[src/rtl/hwpe_stream_tcdm_load_issuer_pkg.sv]
// rtl/hwpe_stream_tcdm_load_issuer_pkg.sv - shared types for the TCDM load issuer
// Purpose: status flag record exported by the load issuer.
// Contents: TCDM_LOAD_FIFO_DEPTH (default response buffer depth),
//           TCDM_LOAD_OCC_WIDTH (occupancy counter width),
//           flags_tcdm_load_issuer_t {idle, inflight, fifo_occ}.
package hwpe_stream_package;

  localparam int TCDM_LOAD_FIFO_DEPTH = 4;
  localparam int TCDM_LOAD_OCC_WIDTH  = $clog2(TCDM_LOAD_FIFO_DEPTH + 1);

  typedef struct packed {
    logic                           idle;
    logic                           inflight;
    logic [TCDM_LOAD_OCC_WIDTH-1:0] fifo_occ;
  } flags_tcdm_load_issuer_t;

endpackage

[src/rtl/hwpe_stream_tcdm_load_issuer_if.sv]
// rtl/hwpe_stream_tcdm_load_issuer_if.sv - stream and TCDM bus interfaces
// Purpose: bundles the handshake signals used by the load issuer.
// hwpe_stream_intf_stream: valid/ready handshake, data, strb (DATA_WIDTH/8).
//   master drives valid/data/strb, slave drives ready.
// hwpe_stream_intf_tcdm: req/gnt request channel, add/wen/be/data payload,
//   r_data/r_valid response channel. master issues requests, slave answers.
interface hwpe_stream_intf_stream #(
  parameter int DATA_WIDTH = 32
);
  logic                    valid;
  logic                    ready;
  logic [DATA_WIDTH-1:0]   data;
  logic [DATA_WIDTH/8-1:0] strb;

  modport master (output valid, output data, output strb, input ready);
  modport slave  (input valid, input data, input strb, output ready);
endinterface

interface hwpe_stream_intf_tcdm #(
  parameter int ADDR_WIDTH = 32,
  parameter int DATA_WIDTH = 32
);
  logic                    req;
  logic                    gnt;
  logic [ADDR_WIDTH-1:0]   add;
  logic                    wen;
  logic [DATA_WIDTH/8-1:0] be;
  logic [DATA_WIDTH-1:0]   data;
  logic [DATA_WIDTH-1:0]   r_data;
  logic                    r_valid;

  modport master (output req, output add, output wen, output be, output data,
                  input gnt, input r_data, input r_valid);
  modport slave  (input req, input add, input wen, input be, input data,
                  output gnt, output r_data, output r_valid);
endinterface

[src/rtl/hwpe_stream_tcdm_load_issuer_fifo.sv]
// rtl/hwpe_stream_tcdm_load_issuer_fifo.sv - synchronous response buffer
// Purpose: circular FIFO holding {strb, data} responses in arrival order.
// Ports: clk, rst (sync, active-high), flush (sync empty), push/push_data,
//        pop, head (oldest entry), not_empty, occ (entry count).
module hwpe_stream_fifo_sync #(
  parameter int DATA_WIDTH = 36,
  parameter int DEPTH      = 4,
  parameter int OCC_WIDTH  = $clog2(DEPTH + 1)
) (
  input  logic                  clk,
  input  logic                  rst,
  input  logic                  flush,
  input  logic                  push,
  input  logic [DATA_WIDTH-1:0] push_data,
  input  logic                  pop,
  output logic [DATA_WIDTH-1:0] head,
  output logic                  not_empty,
  output logic [OCC_WIDTH-1:0]  occ
);

  localparam int PTR_W = $clog2(DEPTH);
  localparam logic [PTR_W-1:0] LAST = PTR_W'(DEPTH - 1);

  logic [DATA_WIDTH-1:0] mem [DEPTH];
  logic [PTR_W-1:0]      wr_ptr, rd_ptr;
  logic                  full, do_push, do_pop;

  assign not_empty = (occ != '0);
  assign full      = (occ == OCC_WIDTH'(DEPTH));
  // A pop in the same cycle frees the slot, so a push into a full FIFO is legal then.
  assign do_push   = push & (~full | pop) & ~flush;
  assign do_pop    = pop & not_empty & ~flush;
  assign head      = mem[rd_ptr];

  always_ff @(posedge clk) begin
    if (do_push) mem[wr_ptr] <= push_data;
  end

  always_ff @(posedge clk) begin
    if (rst || flush) begin
      wr_ptr <= '0;
      rd_ptr <= '0;
      occ    <= '0;
    end else begin
      if (do_push) wr_ptr <= (wr_ptr == LAST) ? '0 : wr_ptr + 1'b1;
      if (do_pop)  rd_ptr <= (rd_ptr == LAST) ? '0 : rd_ptr + 1'b1;
      case ({do_push, do_pop})
        2'b10:   occ <= occ + 1'b1;
        2'b01:   occ <= occ - 1'b1;
        default: occ <= occ;
      endcase
    end
  end

  // The issuer's credit check must make this unreachable.
  overflow_check: assert property (@(posedge clk) disable iff (rst)
    !(push && full && !pop && !flush));

endmodule

[src/rtl/hwpe_stream_tcdm_load_issuer.sv]
// rtl/hwpe_stream_tcdm_load_issuer.sv - turns an address stream into TCDM reads
// Purpose: issues one TCDM read per incoming address, buffers the responses
//          and streams them out in address order.
// Ports: clk_i, rst_i (sync, active-high), enable_i (allow new requests),
//        clear_i (sync flush), addr_i (stream slave {be, address}),
//        tcdm (TCDM master), data_o (stream master, loaded words + strb),
//        flags_o (idle, inflight, fifo_occ).
module hwpe_stream_tcdm_load_issuer
  import hwpe_stream_package::*;
#(
  parameter int DATA_WIDTH = 32,
  parameter int ADDR_WIDTH = 32,
  parameter int FIFO_DEPTH = TCDM_LOAD_FIFO_DEPTH
) (
  input  logic                    clk_i,
  input  logic                    rst_i,
  input  logic                    enable_i,
  input  logic                    clear_i,
  hwpe_stream_intf_stream.slave   addr_i,
  hwpe_stream_intf_tcdm.master    tcdm,
  hwpe_stream_intf_stream.master  data_o,
  output flags_tcdm_load_issuer_t flags_o
);

  localparam int BE_WIDTH = DATA_WIDTH / 8;
  localparam int OCC_W    = TCDM_LOAD_OCC_WIDTH;
  localparam logic [OCC_W:0] CREDITS = (OCC_W + 1)'(FIFO_DEPTH);

  logic                         inflight_q;
  logic [BE_WIDTH-1:0]          be_q;
  logic [OCC_W-1:0]             fifo_occ;
  logic                         fifo_not_empty;
  logic [DATA_WIDTH+BE_WIDTH-1:0] fifo_head;
  logic [OCC_W:0]               used;
  logic                         credit_ok, req, grant, push, pop;
  logic                         unused_addr_strb;

  // Every buffered word plus the one in flight holds a FIFO slot, so the
  // response always has room by the time it returns.
  assign used      = {1'b0, fifo_occ} + {{OCC_W{1'b0}}, inflight_q};
  assign credit_ok = (used < CREDITS);
  assign req       = addr_i.valid & enable_i & ~clear_i & ~rst_i & credit_ok;
  assign grant     = req & tcdm.gnt;

  assign tcdm.req  = req;
  assign tcdm.add  = addr_i.data[ADDR_WIDTH-1:0];
  assign tcdm.be   = addr_i.data[ADDR_WIDTH +: BE_WIDTH];
  assign tcdm.wen  = 1'b1;
  assign tcdm.data = '0;
  assign addr_i.ready = grant;

  assign unused_addr_strb = ^addr_i.strb;

  // A response is only accepted for a grant we actually own; stray r_valid
  // after a clear or reset is ignored.
  assign push = tcdm.r_valid & inflight_q;

  always_ff @(posedge clk_i) begin
    if (rst_i || clear_i) begin
      inflight_q <= 1'b0;
      be_q       <= '0;
    end else if (grant) begin
      inflight_q <= 1'b1;
      be_q       <= tcdm.be;
    end else if (tcdm.r_valid) begin
      inflight_q <= 1'b0;
    end
  end

  hwpe_stream_fifo_sync #(
    .DATA_WIDTH (DATA_WIDTH + BE_WIDTH),
    .DEPTH      (FIFO_DEPTH),
    .OCC_WIDTH  (OCC_W)
  ) i_resp_fifo (
    .clk       (clk_i),
    .rst       (rst_i),
    .flush     (clear_i),
    .push      (push),
    .push_data ({be_q, tcdm.r_data}),
    .pop       (pop),
    .head      (fifo_head),
    .not_empty (fifo_not_empty),
    .occ       (fifo_occ)
  );

  assign data_o.valid = fifo_not_empty & ~rst_i;
  assign data_o.data  = fifo_head[DATA_WIDTH-1:0];
  assign data_o.strb  = fifo_head[DATA_WIDTH +: BE_WIDTH];
  assign pop          = data_o.valid & data_o.ready;

  assign flags_o.idle     = ~inflight_q & ~fifo_not_empty & ~addr_i.valid;
  assign flags_o.inflight = inflight_q;
  assign flags_o.fifo_occ = fifo_occ;

endmodule

[src/flat_wrapper.sv]
// flat-port wrapper written by rule: the top's interface ports become plain ports
module hwpe_stream_tcdm_load_issuer_flat import hwpe_stream_package::*;
#(
  parameter int DATA_WIDTH = 32,
  parameter int ADDR_WIDTH = 32,
  parameter int FIFO_DEPTH = TCDM_LOAD_FIFO_DEPTH
)
  (clk_i, rst_i, enable_i, clear_i, flags_o, addr_i_valid, addr_i_data, addr_i_strb, addr_i_ready, tcdm_req, tcdm_add, tcdm_wen, tcdm_be, tcdm_data, tcdm_gnt, tcdm_r_data, tcdm_r_valid, data_o_valid, data_o_data, data_o_strb, data_o_ready);
  hwpe_stream_intf_stream #(.DATA_WIDTH(DATA_WIDTH)) addr_i_i ();
  hwpe_stream_intf_tcdm #(.ADDR_WIDTH(ADDR_WIDTH), .DATA_WIDTH(DATA_WIDTH)) tcdm_i ();
  hwpe_stream_intf_stream #(.DATA_WIDTH(DATA_WIDTH)) data_o_i ();
  input  logic clk_i;
  input  logic rst_i;
  input  logic enable_i;
  input  logic clear_i;
  output flags_tcdm_load_issuer_t flags_o;
  input wire logic [$bits(addr_i_i.valid)-1:0] addr_i_valid;
  input wire logic [$bits(addr_i_i.data)-1:0] addr_i_data;
  input wire logic [$bits(addr_i_i.strb)-1:0] addr_i_strb;
  output wire logic [$bits(addr_i_i.ready)-1:0] addr_i_ready;
  output wire logic [$bits(tcdm_i.req)-1:0] tcdm_req;
  output wire logic [$bits(tcdm_i.add)-1:0] tcdm_add;
  output wire logic [$bits(tcdm_i.wen)-1:0] tcdm_wen;
  output wire logic [$bits(tcdm_i.be)-1:0] tcdm_be;
  output wire logic [$bits(tcdm_i.data)-1:0] tcdm_data;
  input wire logic [$bits(tcdm_i.gnt)-1:0] tcdm_gnt;
  input wire logic [$bits(tcdm_i.r_data)-1:0] tcdm_r_data;
  input wire logic [$bits(tcdm_i.r_valid)-1:0] tcdm_r_valid;
  output wire logic [$bits(data_o_i.valid)-1:0] data_o_valid;
  output wire logic [$bits(data_o_i.data)-1:0] data_o_data;
  output wire logic [$bits(data_o_i.strb)-1:0] data_o_strb;
  input wire logic [$bits(data_o_i.ready)-1:0] data_o_ready;
  assign addr_i_i.valid = addr_i_valid;
  assign addr_i_i.data = addr_i_data;
  assign addr_i_i.strb = addr_i_strb;
  assign addr_i_ready = addr_i_i.ready;
  assign tcdm_req = tcdm_i.req;
  assign tcdm_add = tcdm_i.add;
  assign tcdm_wen = tcdm_i.wen;
  assign tcdm_be = tcdm_i.be;
  assign tcdm_data = tcdm_i.data;
  assign tcdm_i.gnt = tcdm_gnt;
  assign tcdm_i.r_data = tcdm_r_data;
  assign tcdm_i.r_valid = tcdm_r_valid;
  assign data_o_valid = data_o_i.valid;
  assign data_o_data = data_o_i.data;
  assign data_o_strb = data_o_i.strb;
  assign data_o_i.ready = data_o_ready;
  hwpe_stream_tcdm_load_issuer #(.DATA_WIDTH(DATA_WIDTH), .ADDR_WIDTH(ADDR_WIDTH), .FIFO_DEPTH(FIFO_DEPTH)) u_core (.clk_i(clk_i), .rst_i(rst_i), .enable_i(enable_i), .clear_i(clear_i), .addr_i(addr_i_i), .tcdm(tcdm_i), .data_o(data_o_i), .flags_o(flags_o));
endmodule
[config.mk]
export PLATFORM = sky130hd
export DESIGN_NAME = hwpe_stream_tcdm_load_issuer_flat
export DESIGN_NICKNAME = d
export VERILOG_FILES = /design/src/rtl/hwpe_stream_tcdm_load_issuer_pkg.sv /design/src/rtl/hwpe_stream_tcdm_load_issuer_if.sv /design/src/rtl/hwpe_stream_tcdm_load_issuer_fifo.sv /design/src/rtl/hwpe_stream_tcdm_load_issuer.sv /design/src/flat_wrapper.sv
export SDC_FILE = /design/constraint.sdc
export NUM_CORES = 1
export LEC_CHECK = 0
export BUFFER_PORTS_ARGS = -buffer_cell sky130_fd_sc_hd__buf_2
export CORE_MARGIN = 5
export CORE_UTILIZATION = 40
export CTS_CLUSTER_SIZE = 14
export DETAILED_ROUTE_END_ITERATION = 16
export HOLD_SLACK_MARGIN = 0.15
export PLACE_DENSITY = 0.7
export SLEW_MARGIN = 20
export SYNTH_ARGS = -nofsm -noshare
export SYNTH_HDL_FRONTEND = slang
export SYNTH_SLANG_ARGS = --single-unit
[constraint.sdc]
create_clock -name clk_i -period 2.7 [get_ports clk_i]
set_input_delay 0.405 -clock clk_i [delete_from_list [all_inputs] [get_ports clk_i]]
set_output_delay 0.405 -clock clk_i [all_outputs]
set_load 0.02 [all_outputs]
==> results of run 1 <==
==> critical path, cell delays in order (launching register included) <==
cell and delay [ps]:
dfxtp_1 460, nor3_2 130, nor3_1 210, ha_1 220, inv_1 60, fa_1 370
xor2_1 160, or3_2 430, a21oi_1 160
==> area by class of cell <==
| cell class | count | area [sq um] | area share (%) |
|---|---|---|---|
| clock inverters | 15 | 158 | 2.37 |
| multi-input cells | 123 | 1250 | 18.8 |
| clock buffers | 17 | 425 | 6.39 |
| well taps | 184 | 230 | 3.46 |
| repair buffers | 87 | 518 | 7.78 |
| flip-flops and latches | 138 | 4050 | 60.8 |
| inverters | 7 | 26.3 | 0.395 |
==> cell families after synthesis <==
| kind of cell | synth area share (%) |
|---|---|
| simple gates | 3.03 |
| xor+xnor | 0.303 |
| compound gates | 1.15 |
| other cells | 0.130 |
| flops | 70.0 |
| buf+inv | 10.9 |
| fa+ha+maj | 1.65 |
| mux | 12.8 |
==> routing by layer <==
layer	wire (um)	up-vias	track usage, %
met5	0	-	0
met3	785	45	5.16
met1	3750	1347	13.6
met4	405	0	7.58
met2	5300	100	20.9
li1	-	1204	-
==> stage by stage <==
| step | utilization [%] | hold slack [ps] | instances | setup WS [ps] | cell area [sq um] |
|---|---|---|---|---|---|
| finish | 46.3 | 211 | 571 | 413 | 6660 |
| global placement | 42.3 | 481 | 539 | 457 | 6070 |
| CTS | 46.3 | 184 | 571 | 386 | 6660 |
| detailed placement | 42.3 | 500 | 539 | 352 | 6070 |
| global route | 46.3 | 187 | 571 | 223 | 6660 |
| floorplan | - | 466 | 350 | 427 | 5920 |
==> cell usage in the layout (no fill, tap or decap), drive strengths merged <==
cell / Yosys / final
edfxtp: 128 / 128
buf: 82 / 87
conb: 2 / 41
mux4: 32 / 32
clkbuf: 0 / 17
dfxtp: 10 / 10
clkinv: 0 / 9
inv: 7 / 7
nor2: 7 / 7
ha: 6 / 6
a21oi: 5 / 5
nand2: 4 / 4
and2: 4 / 4
o21ai: 3 / 3
clkinvlp: 0 / 3
bufinv: 0 / 3
nor3: 3 / 3
nand3: 2 / 2
xor2: 2 / 2
mux2i: 2 / 2
nand2b: 2 / 2
or3: 2 / 2
a311oi: 1 / 1
or2: 1 / 1
and2b: 1 / 1
nor3b: 1 / 1
or4: 1 / 1
or3b: 1 / 1
nand4: 1 / 1
fa: 1 / 1
==> worst paths after layout <==
kind	startpoint	to	cells past startpoint
hold reg to reg	u_core.i_resp_fifo.rd_ptr[1]$_SDFFE_PP0P_	flip-flop	2
hold / removal	tcdm_r_data[23]	u_core.i_resp_fifo.mem[0][23]$_DFFE_PP_	1
setup / recovery	u_core.i_resp_fifo.occ[2]$_SDFFE_PP0P_	u_core.i_resp_fifo.occ[2]$_SDFFE_PP0P_	8
setup reg to reg	u_core.i_resp_fifo.occ[2]$_SDFFE_PP0P_	u_core.i_resp_fifo.occ[2]$_SDFFE_PP0P_	8
==> state kept, by name (all words and copies together) (netlist names), named ones only <==
| register | count |
|---|---|
| u_core.inflight_q | 1 |
| u_core.i_resp_fifo.mem | 128 |
| u_core.i_resp_fifo.occ | 3 |
| u_core.i_resp_fifo.rd_ptr | 2 |
| u_core.i_resp_fifo.wr_ptr | 2 |
==> power by group <==
part / switching, mW / internal, mW
sequential: 0.00101 / 2.34
clock: 0.814 / 1.43
combinational: 0.0950 / 0.0302
total: 0.910 / 3.80
==> run summary, run 1 <==
Post-Syn Area = 0.00578 sq mm
fin crit period = 2290 ps
max_cap viols = 0
largest net degree at the start of global routing = 25
die area = 0.0169 sq mm
Top Ports = 189
vias in the first global route = 2924
synth top area cells = edfxtp_1 (67%), mux4_2 (12%), buf_4 (10%)
grt ovf = 0
layout cells sized above 1 = 40.3%
Initial Utilization = 40.2%
Clk Latency, worst-skew pair = 410 ps
clk root buf = clkbuf_16
I/O Buffers = 79
fmax = 437 MHz
Hold Vio Cnt, Final = 0
Unique masters post-synth = 32
share of the synthesized area in the top cell type = 66.5%
Inserted Diodes = 0
# Post-CTS Setup Buffers = 0
total power per unit cell area = 707 mW/mm^2
CTS H-tree depth = 4
# hold bufs at CTS = 0
prevailing post-synth register cell = edfxtp_1
routed len/inst = 17.9 um
worst-path maximum fanout = 7
Reg clk slew, reported paths = 60 ps
GRT Util Overall = 12.6%
worst path required time = 3040 ps
total CTS buffers = 17
Setup Skew = 6.34 ps
EDFF count, synth = 128
Setup Viol. Count Final = 0
Die X-Extent = 130 um
Final GP Congestion = 0.689
crit end category = flip-flop
WP data arrival = 2630 ps
ANT nets after route = 0
period utilization = 84.7%
sequential-to-total area share from yosys stat = 70.0%
P&R area growth vs syn = 15.2%
Power Total = 4.71 mW
Vias = 2696
synth cell count leaders = edfxtp_1 (128), buf_4 (77), mux4_2 (32), dfxtp_1 (10)
floorplan row count = 44
area leader, netlist = edfxtp_1
Setup TNS = 0 ps
TritonRoute pass-1 iters = 4
FILL cells = 1203
Max VDD drop = 0.000374 V
post-synthesis register bit count = 138
CTS tree = yes
CTS Buffer Depth = 2
LEAKAGE = 2.30 nW
FFs w/ async S/R, synth = 0%
first-pass GRT wire length = 15500 um
CTS Sinks = 138
Setup CP Type = flip-flop to flip-flop
number of remaining DRC errors = 0
syn_area_per_cell = 18.6 sq um
Yosys warning total = 0
DP HPWL = 6680 um
1st-iter DRT viols = 81
Routed WL = 10200 um
status = finished, final reports clean
max-slew violations = 0
cell with the most instances after synthesis = edfxtp_1
nets = 457
RSZ-0062 raised after global routing = false
core area = 0.0144 sq mm
critical path launch point type = flip-flop
Chip Height = 130 um
post-synthesis cell count = 311
vias per inst = 4.72
min-delay worst type = input port to flip-flop
initial antenna violation count = 0
post-cts resize count = 0
reg2reg setup slack = 410 ps
Note: power is estimated with default switching activity, not from simulation.
==> inputs of run 2 (changes only) <==
ABC_AREA = 1   (was default)
PLACE_DENSITY = 0.73   (was 0.7)
clock period = 1.9 ns   (was 2.7 ns; I/O delays follow)
==> run summary, run 2 <==
WP data arrival = 1630 ps
largest net degree at the start of global routing = 43
fin util = 52.8%
cell with the most instances after synthesis = edfxtp_1
Die X-Extent = 132 um
layout cells sized above 1 = 32.0%
cell mode on critical path = buf_12
total power per unit cell area = 871 mW/mm^2
ANT nets after route = 0
period utilization = 101%
worst path required time = 1620 ps
routed len/inst = 17.3 um
share of the synthesized area in the top cell type = 64.5%
Inserted Diodes = 0
TritonRoute pass-1 iters = 4
Worst path max stage delay = 370 ps
worst-path cell chain = buf_12 -> clkinv_16 -> buf_12 -> nor2_1 -> o22ai_1 -> buf_2
area of the multi-input gates = 0.00137 sq mm
min-delay worst type = input port to flip-flop
floorplan row count = 44
max_cap viols = 0
core area = 0.0146 sq mm
Hold Vio Cnt, Final = 0
1st-iter DRT viols = 249
prevailing post-synth register cell = edfxtp_1
nets = 674
syn_area_per_cell = 12.6 sq um
LEAKAGE = 2.92 nW
fin crit period = 1920 ps
area leader, netlist = edfxtp_1
first-pass GRT wire length = 20400 um
clk root buf = clkbuf_16
vias per inst = 4.90
Chip Height = 132 um
worst setup margin = -16.3 ps
critical path launch point type = flip-flop
failing checks = negative setup slack
CTS tree = yes
worst-path maximum fanout = 17
crit end category = primary output
CTS Sinks = 138
I/O Buffers = 79
FILL cells = 1182
most flop-heavy register = u_core.i_resp_fifo.mem
number of remaining DRC errors = 0
Setup CP Type = flip-flop to primary output
Slowest-stage cell, CP = dfxtp_4
worst hold path startpoint = rst_i
GRT Util Overall = 15.0%
RSZ-0062 raised after global routing = true
EDFF count, synth = 128
Post-Syn Area = 0.00596 sq mm
reg2reg path depth = 9
# placed instances = 709
Yosys warning total = 0
Top Ports = 189
most frequent cells in the layout = edfxtp_1 (128), nor2_1 (68), buf_2 (61), conb_1 (41), dlygate4sd3_1 (34)
initial antenna violation count = 0
CTS Buffer Depth = 2
worst r2r src = u_core.inflight_q$_SDFFE_PP0P_
Clk Latency, worst-skew pair = 420 ps
R2R Path End = u_core.i_resp_fifo.occ[1]$_SDFFE_PP0P_
Largest register FFs = 128
post-synthesis register bit count = 138
Setup Viol. Count Final = 5
synth top area cells = edfxtp_1 (64%), buf_4 (9.7%), nor2_1 (4.8%)
Vias = 3859
Setup Skew = 7.15 ps
Initial Utilization = 40.9%
Setup TNS = -40.7 ps
synth cell count leaders = edfxtp_1 (128), buf_4 (77), nor2_1 (76), o21ai_0 (37), o22ai_1 (32)
status = finished with violations
vias in the first global route = 3878
die area = 0.0175 sq mm
reg2reg setup slack = 140 ps
CTS H-tree depth = 4
Max VDD drop = 0.000672 V
max-slew violations = 0
Worst Hold End = u_core.i_resp_fifo.occ[1]$_SDFFE_PP0P_
Top Registers = u_core.i_resp_fifo.mem (128), u_core.i_resp_fifo.occ (3)
post-synthesis cell count = 472
commonest non-fill, non-tap cell in the layout = edfxtp_1
Routed WL = 13700 um
P&R area growth vs syn = 29.1%
fmax = 522 MHz
FFs w/ async S/R, synth = 0%
Unique masters post-synth = 29
total CTS buffers = 17
worst hold path depth = 4
Post-Layout Cell Count = 788
Register Area = 0.00405 sq mm
grt ovf = 0
Final GP Congestion = 0.773
DP HPWL = 8360 um
Reg clk slew, reported paths = 60 ps
sequential-to-total area share from yosys stat = 67.8%
## run 2: cell types whose count changed in the layout (fill, tap and decap cells not counted), moves of 28 or more
cell           before  now
nor2_1              7   68
dlygate4sd3_1       0   34
mux4_2             32    0
buf_4               3   33
o21ai_1             0   29
o22ai_1             0   28
## run 2: critical path, delay by kind of cell, from the launching register on
family,cells,cell delay [ps]
AOI/OAI and AO/OA,1,190
and+or+nand+nor,1,50
buffers and inverters,4,580
DFF,1,370
## run 2: final cells by class
class | instances | share of cell area, %
clock buffer | 18 | 5.57
clock inverter | 14 | 1.92
inverter | 22 | 1.45
multi-input combinational | 258 | 17.8
sequential | 138 | 52.6
tap | 184 | 2.99
timing repair buffer | 152 | 17.3
timing repair inverter | 2 | 0.292
## run 2: power by group
group | total, mW | internal [mW] | leakage [nW] | switching (mW)
registers | 3.32 | 3.32 | 1.23 | 0.000518
clock network | 3.17 | 1.93 | 0.271 | 1.24
logic | 0.221 | 0.0812 | 1.41 | 0.140
## run 2: layer usage
metal | up-vias | wire (um) | share of wire (%) | global-route usage (%)
met4 | 0 | 506 | 3.7 | 8.86
met1 | 1873 | 5230 | 38 | 15.9
li1 | 1807 | - | - | -
met5 | - | 0 | 0 | 0
met2 | 129 | 7140 | 52 | 26.5
met3 | 50 | 776 | 5.7 | 4.27
## run 2: what timing repair did
| action | CTS | global route |
|---|---|---|
| hold buffers | 34 | 0 |
| pin swaps | 0 | 5 |
| setup buffers | 3 | 5 |
| gates cloned | 0 | 5 |
| hold endpoints to repair | 129 | 0 |
| resized for setup | 22 | 54 |
| endpoints found under the setup margin | 30 | 28 |
## run 2: how the worst max path moves through the flow
stage,endpoint,startpoint,depth (start not counted)
global route,data_o_data[9],flip-flop,6
detailed placement,u_core.i_resp_fifo.occ[2]$_SDFFE_PP0P_,rst_i,11
floorplan,u_core.i_resp_fifo.mem[0][0]$_DFFE_PP_,u_core.i_resp_fifo.occ[0]$_SDFFE_PP0P_,4
CTS,data_o_data[0],flip-flop,4
finish,data_o_data[11],flip-flop,6
global placement,u_core.i_resp_fifo.occ[2]$_SDFFE_PP0P_,rst_i,11
## run 2: per-stage QoR
stage / hold WS [ps] / cell area [sq um] / total power, mW / setup WS (ps)
floorplan: 384 / 6120 / 3.63 / -188
global placement: 495 / 6390 / 3.53 / 78.3
detailed placement: 503 / 6390 / 3.54 / 77.6
CTS: 202 / 7390 / 6.78 / -39.9
global route: 234 / 7700 / 6.93 / -82.1
finish: 234 / 7700 / 6.71 / -16.3
## run 2: cells by family after synthesis
kind of cell | after synthesis | share of synthesized area (%)
buffers and inverters | 115 | 13.5
other | 2 | 0.126
adder cells (fa/ha/maj) | 7 | 1.59
AND/OR/NAND/NOR | 103 | 7.15
AO/OA/AOI/OAI | 107 | 9.84
flip-flops | 138 | 67.8
